**config.mk**
```make
export PLATFORM = sky130hd
export DESIGN_NAME = nnrv_id_hs
export DESIGN_NICKNAME = d
export VERILOG_FILES = /design/src/rtl/nnrv_id_hs.sv
export SDC_FILE = /design/constraint.sdc
export NUM_CORES = 1
export LEC_CHECK = 0
export CORE_MARGIN = 10
export CORE_UTILIZATION = 55
export CTS_CLUSTER_DIAMETER = 30
export DETAILED_ROUTE_END_ITERATION = 12
export GPL_ROUTABILITY_DRIVEN = 0
export HOLD_SLACK_MARGIN = 0.08
export PLACE_DENSITY_LB_ADDON = 0.05
export SETUP_SLACK_MARGIN = 0.05
export SLEW_MARGIN = 20
export SYNTH_ARGS = -nofsm -noshare
export SYNTH_HDL_FRONTEND = slang
export SYNTH_SLANG_ARGS = --single-unit
```
**constraint.sdc**
```tcl
create_clock -name i_clk -period 7.15 [get_ports i_clk]
set_input_delay 1.43 -clock i_clk [delete_from_list [all_inputs] [get_ports i_clk]]
set_output_delay 1.43 -clock i_clk [all_outputs]
set_load 0.005 [all_outputs]
```
**src/rtl/nnrv_id_hs.sv**
```systemverilog
// nnrv_id_hs: RV32I decode stage with valid/ready on both sides, NUM_FWD-port operand forwarding and branch/jump resolution.
// Latency: one cycle from accepted fetch beat to exec slot; redirect pulse is registered on the same edge.
// Backpressure: o_if_ready drops on an operand hazard or when a full exec slot is not being consumed.
// Ports: i_if_* fetch beat in, o_if_ready/o_if_redirect* back to fetch; o_reg_r* / i_reg_r*_data regfile read;
//        i_fwd_* downstream result ports (index 0 youngest); o_exec_* registered exec slot with i_exec_ready.
module nnrv_id_hs #(
    parameter int XLEN          = 32,
    parameter int INSTR_WIDTH   = 32,
    parameter int NUM_FWD       = 2,
    parameter bit RESET_PC_KILL = 1'b0
) (
    input  logic                    i_clk,
    input  logic                    i_rst_n,
    input  logic                    i_if_valid,
    input  logic [INSTR_WIDTH-1:0]  i_if_instr,
    input  logic [XLEN-1:0]         i_if_pc,
    output logic                    o_if_ready,
    output logic                    o_if_redirect,
    output logic [XLEN-1:0]         o_if_redirect_pc,
    output logic [4:0]              o_reg_r1,
    output logic [4:0]              o_reg_r2,
    input  logic [XLEN-1:0]         i_reg_r1_data,
    input  logic [XLEN-1:0]         i_reg_r2_data,
    input  logic [NUM_FWD-1:0]      i_fwd_valid,
    input  logic [NUM_FWD-1:0]      i_fwd_ready,
    input  logic [5*NUM_FWD-1:0]    i_fwd_rd,
    input  logic [XLEN*NUM_FWD-1:0] i_fwd_data,
    output logic                    o_exec_valid,
    input  logic                    i_exec_ready,
    output logic [XLEN-1:0]         o_exec_pc,
    output logic [XLEN-1:0]         o_exec_op1,
    output logic [XLEN-1:0]         o_exec_op2,
    output logic [3:0]              o_exec_type,
    output logic                    o_exec_rd_en,
    output logic [4:0]              o_exec_rd,
    output logic [3:0]              o_exec_ram_mask,
    output logic                    o_exec_sign,
    output logic                    o_exec_illegal
);

    // exec_type codes shared with the nnrv exec stage
    localparam logic [3:0] OP_NOP   = 4'd0;
    localparam logic [3:0] OP_ADD   = 4'd1;
    localparam logic [3:0] OP_SUB   = 4'd2;
    localparam logic [3:0] OP_SLL   = 4'd3;
    localparam logic [3:0] OP_SLT   = 4'd4;
    localparam logic [3:0] OP_SLTU  = 4'd5;
    localparam logic [3:0] OP_XOR   = 4'd6;
    localparam logic [3:0] OP_SRL   = 4'd7;
    localparam logic [3:0] OP_SRA   = 4'd8;
    localparam logic [3:0] OP_OR    = 4'd9;
    localparam logic [3:0] OP_AND   = 4'd10;
    localparam logic [3:0] OP_LOAD  = 4'd11;
    localparam logic [3:0] OP_STORE = 4'd12;

    localparam logic [6:0] OPC_LUI    = 7'b0110111;
    localparam logic [6:0] OPC_AUIPC  = 7'b0010111;
    localparam logic [6:0] OPC_JAL    = 7'b1101111;
    localparam logic [6:0] OPC_JALR   = 7'b1100111;
    localparam logic [6:0] OPC_BRANCH = 7'b1100011;
    localparam logic [6:0] OPC_LOAD   = 7'b0000011;
    localparam logic [6:0] OPC_STORE  = 7'b0100011;
    localparam logic [6:0] OPC_OPIMM  = 7'b0010011;
    localparam logic [6:0] OPC_OP     = 7'b0110011;

    // instruction fields
    logic [6:0]      opc;
    logic [2:0]      f3;
    logic [4:0]      rd, rs1, rs2;
    logic            b30;
    logic [XLEN-1:0] i_imm, s_imm, b_imm, j_imm, u_imm, shamt;

    assign opc   = i_if_instr[6:0];
    assign rd    = i_if_instr[11:7];
    assign f3    = i_if_instr[14:12];
    assign rs1   = i_if_instr[19:15];
    assign rs2   = i_if_instr[24:20];
    assign b30   = i_if_instr[30];
    assign i_imm = XLEN'($signed(i_if_instr[31:20]));
    assign s_imm = XLEN'($signed({i_if_instr[31:25], i_if_instr[11:7]}));
    assign b_imm = XLEN'($signed({i_if_instr[31], i_if_instr[7], i_if_instr[30:25], i_if_instr[11:8], 1'b0}));
    assign j_imm = XLEN'($signed({i_if_instr[31], i_if_instr[19:12], i_if_instr[20], i_if_instr[30:21], 1'b0}));
    assign u_imm = XLEN'($signed({i_if_instr[31:12], 12'b0}));
    assign shamt = XLEN'(rs2);

    assign o_reg_r1 = rs1;
    assign o_reg_r2 = rs2;

    // Returns {stall, value}. Lowest-index ready match wins; a not-ready match
    // at a lower index means the younger value is still in flight, so stall.
    function automatic logic [XLEN:0] fwd_pick(input logic [4:0] src, input logic [XLEN-1:0] rf_dat);
        logic            hit;
        logic            stall;
        logic [XLEN-1:0] val;
        hit   = 1'b0;
        stall = 1'b0;
        val   = rf_dat;
        for (int k = 0; k < NUM_FWD; k++) begin
            if (!hit && i_fwd_valid[k] && (i_fwd_rd[5*k +: 5] == src) && (src != 5'd0)) begin
                if (i_fwd_ready[k]) begin
                    hit = 1'b1;
                    val = i_fwd_data[XLEN*k +: XLEN];
                end else begin
                    stall = 1'b1;
                end
            end
        end
        if (src == 5'd0) val = '0;
        return {stall, val};
    endfunction

    logic [XLEN:0]   pick1, pick2;
    logic [XLEN-1:0] rs1_val, rs2_val;
    logic            use1, use2;

    assign pick1   = fwd_pick(rs1, i_reg_r1_data);
    assign pick2   = fwd_pick(rs2, i_reg_r2_data);
    assign rs1_val = pick1[XLEN-1:0];
    assign rs2_val = pick2[XLEN-1:0];

    always_comb begin
        use1 = 1'b0;
        use2 = 1'b0;
        case (opc)
            OPC_JALR, OPC_LOAD, OPC_OPIMM: use1 = 1'b1;
            OPC_BRANCH, OPC_STORE, OPC_OP: begin
                use1 = 1'b1;
                use2 = 1'b1;
            end
            default: ;
        endcase
    end

    // registered exec slot and control state
    logic            valid_q, rd_en_q, sign_q, ill_q, redirect_q, kill_q;
    logic [XLEN-1:0] pc_q, op1_q, op2_q, redirect_pc_q;
    logic [3:0]      type_q, mask_q;
    logic [4:0]      rd_q;

    logic hazard, if_ready, accept, load;
    logic slot_dep;

    // the slot's own result is not visible on any forwarding port yet
    assign slot_dep = valid_q && rd_en_q && (rd_q != 5'd0) &&
                      ((use1 && (rs1 == rd_q)) || (use2 && (rs2 == rd_q)));
    assign hazard   = (use1 && pick1[XLEN]) || (use2 && pick2[XLEN]) || slot_dep;
    assign if_ready = !hazard && (!valid_q || i_exec_ready);
    assign accept   = i_if_valid && if_ready;
    assign load     = accept && !kill_q;

    // decode
    logic [XLEN-1:0] op1_d, op2_d, target_d, ea_d;
    logic [3:0]      type_d, mask_d, alu_type;
    logic [4:0]      rd_d;
    logic            rd_en_d, sign_d, ill_d, redir_d, taken;

    always_comb begin
        case (f3)
            3'b000:  alu_type = (opc == OPC_OP && b30) ? OP_SUB : OP_ADD;
            3'b001:  alu_type = OP_SLL;
            3'b010:  alu_type = OP_SLT;
            3'b011:  alu_type = OP_SLTU;
            3'b100:  alu_type = OP_XOR;
            3'b101:  alu_type = b30 ? OP_SRA : OP_SRL;
            3'b110:  alu_type = OP_OR;
            default: alu_type = OP_AND;
        endcase
    end

    always_comb begin
        op1_d    = '0;
        op2_d    = '0;
        type_d   = OP_NOP;
        mask_d   = 4'b0000;
        rd_en_d  = 1'b0;
        sign_d   = 1'b0;
        ill_d    = 1'b0;
        redir_d  = 1'b0;
        target_d = '0;
        taken    = 1'b0;
        ea_d     = rs1_val + ((opc == OPC_STORE) ? s_imm : i_imm);
        case (opc)
            OPC_OPIMM: begin
                op1_d   = rs1_val;
                op2_d   = (f3 == 3'b001 || f3 == 3'b101) ? shamt : i_imm;
                type_d  = alu_type;
                rd_en_d = 1'b1;
            end
            OPC_OP: begin
                op1_d   = rs1_val;
                op2_d   = rs2_val;
                type_d  = alu_type;
                rd_en_d = 1'b1;
            end
            OPC_LUI: begin
                op2_d   = u_imm;
                type_d  = OP_ADD;
                rd_en_d = 1'b1;
            end
            OPC_AUIPC: begin
                op1_d   = i_if_pc;
                op2_d   = u_imm;
                type_d  = OP_ADD;
                rd_en_d = 1'b1;
            end
            OPC_JAL, OPC_JALR: begin
                op1_d    = i_if_pc;
                op2_d    = XLEN'(4);
                type_d   = OP_ADD;
                rd_en_d  = 1'b1;
                redir_d  = 1'b1;
                target_d = (opc == OPC_JAL) ? (i_if_pc + j_imm) : (ea_d & ~XLEN'(1));
            end
            OPC_BRANCH: begin
                case (f3)
                    3'b000:  taken = (rs1_val == rs2_val);
                    3'b001:  taken = (rs1_val != rs2_val);
                    3'b100:  taken = ($signed(rs1_val) <  $signed(rs2_val));
                    3'b101:  taken = ($signed(rs1_val) >= $signed(rs2_val));
                    3'b110:  taken = (rs1_val <  rs2_val);
                    3'b111:  taken = (rs1_val >= rs2_val);
                    default: ill_d = 1'b1;
                endcase
                redir_d  = taken;
                target_d = i_if_pc + b_imm;
            end
            OPC_LOAD: begin
                op2_d   = ea_d;
                type_d  = OP_LOAD;
                rd_en_d = 1'b1;
                case (f3)
                    3'b000: begin mask_d = 4'b0001; sign_d = 1'b1; end
                    3'b001: begin mask_d = 4'b0011; sign_d = 1'b1; end
                    3'b010:       mask_d = 4'b1111;
                    3'b100:       mask_d = 4'b0001;
                    3'b101:       mask_d = 4'b0011;
                    default:      ill_d  = 1'b1;
                endcase
            end
            OPC_STORE: begin
                op1_d  = rs2_val;
                op2_d  = ea_d;
                type_d = OP_STORE;
                case (f3)
                    3'b000:  mask_d = 4'b0001;
                    3'b001:  mask_d = 4'b0011;
                    3'b010:  mask_d = 4'b1111;
                    default: ill_d  = 1'b1;
                endcase
            end
            default: ill_d = 1'b1;
        endcase
        // an illegal beat still issues, but as an inert NOP
        if (ill_d) begin
            op1_d   = '0;
            op2_d   = '0;
            type_d  = OP_NOP;
            mask_d  = 4'b0000;
            sign_d  = 1'b0;
            rd_en_d = 1'b0;
            redir_d = 1'b0;
        end
        rd_d = rd_en_d ? rd : 5'd0;
    end

    always_ff @(posedge i_clk or negedge i_rst_n) begin
        if (!i_rst_n) begin
            valid_q       <= 1'b0;
            pc_q          <= '0;
            op1_q         <= '0;
            op2_q         <= '0;
            type_q        <= OP_NOP;
            rd_en_q       <= 1'b0;
            rd_q          <= 5'd0;
            mask_q        <= 4'b0000;
            sign_q        <= 1'b0;
            ill_q         <= 1'b0;
            redirect_q    <= 1'b0;
            redirect_pc_q <= '0;
            kill_q        <= RESET_PC_KILL;
        end else begin
            redirect_q <= load && redir_d;
            if (load && redir_d) begin
                redirect_pc_q <= target_d;
                kill_q        <= 1'b1;
            end else if (accept && kill_q) begin
                // wrong-path beat swallowed
                kill_q <= 1'b0;
            end
            if (load) begin
                valid_q <= 1'b1;
                pc_q    <= i_if_pc;
                op1_q   <= op1_d;
                op2_q   <= op2_d;
                type_q  <= type_d;
                rd_en_q <= rd_en_d;
                rd_q    <= rd_d;
                mask_q  <= mask_d;
                sign_q  <= sign_d;
                ill_q   <= ill_d;
            end else if (i_exec_ready) begin
                valid_q <= 1'b0;
            end
        end
    end

    assign o_if_ready       = if_ready;
    assign o_if_redirect    = redirect_q;
    assign o_if_redirect_pc = redirect_pc_q;
    assign o_exec_valid     = valid_q;
    assign o_exec_pc        = pc_q;
    assign o_exec_op1       = op1_q;
    assign o_exec_op2       = op2_q;
    assign o_exec_type      = type_q;
    assign o_exec_rd_en     = rd_en_q;
    assign o_exec_rd        = rd_q;
    assign o_exec_ram_mask  = mask_q;
    assign o_exec_sign      = sign_q;
    assign o_exec_illegal   = ill_q;

endmodule

```
==> impl_metrics.tcl <==
set metrics [dict create \
    yosys.cell_types.count 75 \
    leakage_nw 7.84 \
    status "completed" \
    ctsLongestPathBuffers 2 \
    overflow 0 \
    cp_top_family "simple AND/OR/NAND/NOR gates" \
    grt_max_degree 78 \
    cpMaxStageDelayCell "clkdlybuf4s50_1" \
    power_switching_mw 1.01 \
    setup.worst_path.end "o_if_redirect_pc[22]" \
    p_clk_share_pct 32.0 \
    clock_latency_ps 440 \
    post_cts_resized 0 \
    grt_usage_pct 36.2 \
    cts_root_buf "clkbuf_16" \
    yosysWarnings 0 \
    r2r_slack_ps 3700 \
    syn-num-nets 2023 \
    cts_sinks 146 \
    pre_cts_ws_ps 107 \
    dieWidth_um 179 \
    cts_setup_buffers 0 \
    clkSlewWorstSetupHoldPaths_ps 70 \
    fin_ws_ps 382 \
    dr_total_vias 16000 \
    drv_slew 0 \
    power_frac_seq_pct 31.1 \
    setup_tns_ps 0 \
    die_area_sq_mm 0.0322 \
    holdBufCountCts 0 \
    netlist_area_sq_mm 0.0140 \
    cts_tree "yes" \
    p_int_mw 1.80 \
    critPathArrivalTime_ps 7080 \
    cp_num_buf_inv 4 \
    skew_ps 13.2 \
    crit_cells 20 \
    worst_pin_slew_ps 1040 \
    rr_worst_depth 9 \
    finalSetupViolCount 0 \
    synth.avg_cell_area_sq_um 8.21 \
    h-tree-depth 4 \
    grt_pass1_vias 15500 \
    reg2reg_to "o_exec_op2[31]" \
    core_sq_mm 0.0251 \
    hold_path_class "flop to flop" \
    peakVddDrop_uv 138 \
    drc 0 \
    worstPathMaxFanout 64 \
    critPathLaunch "i_if_instr[20]" \
    ys_ff_latch 146 \
    p_sw_share_pct 36.0 \
    drt-pass1-iter-count 7 \
    io_buffers 366 \
    cp-end-kind "flop" \
    maxCapViolations 0 \
    critPathKind "input port to flop" \
    rsz0062_at_grt "no" \
    ff_latch_area_sq_mm 0.00365 \
    wl_mm 62.3 \
    synthArstFlopShare_pct 100 \
    ios 367 \
    min_period_ps 6770 \
    post-dp-hpwl_mm 48.2 \
    die_y_um 179 \
    ys_seq_area_share_pct 26.1 \
    nFillCells 1982 \
    p_comb_share_pct 36.9 \
    period_share_pct 94.7 \
    cts_inserted_buffers 17 \
    rows 58 \
    r2r-start "o_exec_rd[0]" \
    power-per-cell-area_mw_per_mm2 151 \
    multiInputGateArea_sq_mm 0.00968 \
    viasPerCell 6.75 \
    syn_inst 1704 \
    fin_nets 2351 \
    post_drt_wl_per_cell_um 26.2 \
    synth_top_area_cell "dfrtp_1" \
    ys_dominant_reg_cell "dfrtp_1" \
    syn_to_final_growth_pct 33.7 \
    drive_gt1_share_pct 7.82 \
    final-hold-violation-count 0 \
    worstPathRequired_ps 7460 \
    antenna_left 0 \
    path_cells "clkdlybuf4s50_1 -> nor2_1 -> and2_1 -> nor4_1 -> and2_2 -> nand3b_1 -> buf_12 -> nor2_1 -> a211oi_1 -> inv_1 -> ha_1 -> nand4_1 -> nor4_1 -> nand3_1 -> a221oi_1 -> or3b_2 -> a311oi_4 -> inv_2 -> a2111oi_0 -> a21oi_1" \
    synth_top_area_share_pct 26.1 \
    drt_iter0_drc 2318 \
    max_freq_mhz 148 \
    start_kind "input port" \
    antenna_found_initial 2 \
    relSlewSlack_pct 30.7 \
    synthTopCellsByArea "dfrtp_1 26%, ha_1 9.5%, mux2i_1 5.3%" \
    initial_core_util_pct 55.7 \
    synth_edf_count 0 \
    grt_pass1_wl_mm 92.8 \
    max_stage_delay_ps 690 \
]
## synthesized netlist by cell type, types with 16 or more instances
cell type and instances:
a211oi_1 46, a21o_1 55, a21oi_1 123, a221oi_1 48, a22o_1 16, and3_1 17, buf_2 23, clkbuf_1 77
dfrtp_1 146, ha_1 106, inv_1 42, mux2_2 34, mux2i_1 74, nand2_1 168, nand3_1 25, nor2_1 145
nor3_1 32, o211ai_1 22, o21a_1 17, o21ai_0 128, o21bai_1 18, o221ai_1 17, xnor2_1 69, xor2_1 34
## power groups by stage
stage	Clock [mW]	Combinational, mW	Sequential [mW]
after floorplan	0	0.546	0.894
after global placement	0	0.979	0.890
after detailed placement	0	0.999	0.892
after CTS	0.900	1.01	0.876
after global routing	0.934	1.10	0.880
final	0.901	1.04	0.876
## flip-flops by register name, summed over array words and instances, names as in the netlist
signal,cells
o_exec_op1,32
o_exec_op2,32
o_exec_pc,32
o_if_redirect_pc,32
o_exec_rd,5
o_exec_type,4
o_exec_ram_mask,3
kill_q,1
o_exec_illegal,1
o_exec_rd_en,1
o_exec_sign,1
o_exec_valid,1
o_if_redirect,1
## layer usage
layer | vias up | global-route usage, % | wire length, um | share of wire (%)
met5 | - | 0 | 18 | 0.029
met3 | 280 | 9.20 | 6950 | 11
met4 | 2 | 24.0 | 4670 | 7.5
met2 | 1163 | 56.9 | 27800 | 45
met1 | 7557 | 43.2 | 22800 | 37
li1 | 7032 | - | - | -
## cell families (layout without fill, tap and decap cells)
kind of cell	Yosys count	after routing	synth area share (%)
other	0	1	0
AO/OA/AOI/OAI	597	597	29.0
XOR/XNOR	103	103	6.45
multiplexers	108	108	8.03
AND/OR/NAND/NOR	474	474	15.5
flip-flops	146	146	26.1
adder cells (fa/ha/maj)	109	109	9.91
buffers and inverters	167	508	5.01
## final cells by class
| class | instances | area share [%] |
|---|---|---|
| antenna | 1 | 0.0134 |
| inverter | 43 | 0.863 |
| tap | 330 | 2.21 |
| multi-input combinational | 1391 | 51.7 |
| sequential | 146 | 19.5 |
| clock inverter | 13 | 0.609 |
| timing repair buffer | 433 | 22.6 |
| clock buffer | 19 | 2.42 |
## stage by stage
step / hold WS [ps] / util (%) / instances / instance area [sq um] / total power, mW
after global routing: 497 / 74.5 / 2376 / 18700 / 2.91
after floorplan: 438 / - / 1704 / 14000 / 1.44
final: 488 / 74.5 / 2376 / 18700 / 2.82
after CTS: 489 / 74.4 / 2374 / 18700 / 2.79
after global placement: 462 / 72.1 / 2342 / 18100 / 1.87
after detailed placement: 471 / 72.1 / 2342 / 18100 / 1.89
## how the worst min path moves through the flow
stage	from	endpoint	slack [ps]	cells past startpoint
after detailed placement	o_exec_sign	o_exec_sign	470	2
after global routing	o_exec_op1[8]	o_exec_op1[8]	500	2
after global placement	o_exec_sign	o_exec_sign	460	2
after floorplan	kill_q	kill_q	440	2
after CTS	o_exec_op1[8]	o_exec_op1[8]	490	2
final	o_exec_op1[21]	o_exec_op1[21]	490	2
## cells in the final DEF (no fill, tap or decap), drive strengths merged, types with 6 or more instances in the layout
cell type	netlist	final
o221ai	17	17
and2	9	9
or4	7	7
clkdlybuf4s50	0	364
a22o	16	16
clkbuf	77	19
o21ai	130	130
a31oi	15	15
a211oi	46	46
ha	106	106
and3	17	17
o22ai	10	10
o211ai	22	22
nor3	32	32
a221oi	49	49
a21o	55	55
a21oi	123	123
nand2b	13	13
a222oi	10	10
a22oi	9	9
nand4	15	15
nand3	25	25
o21a	17	17
dfrtp	146	146
or3	6	6
nand2	168	168
o31ai	8	8
mux2i	74	74
a221o	10	10
buf	47	69
mux2	34	34
o21bai	18	18
xnor2	69	69
xor2	34	34
nor2b	7	7
nor2	147	147
inv	43	49
## worst min-delay path: cells and delay by family (launching register included)
family             cells  cell delay (ps)
AOI/OAI and AO/OA      1               60
and+or+nand+nor        1               40
DFF                    1              340
(Power assumes the default switching activity.)
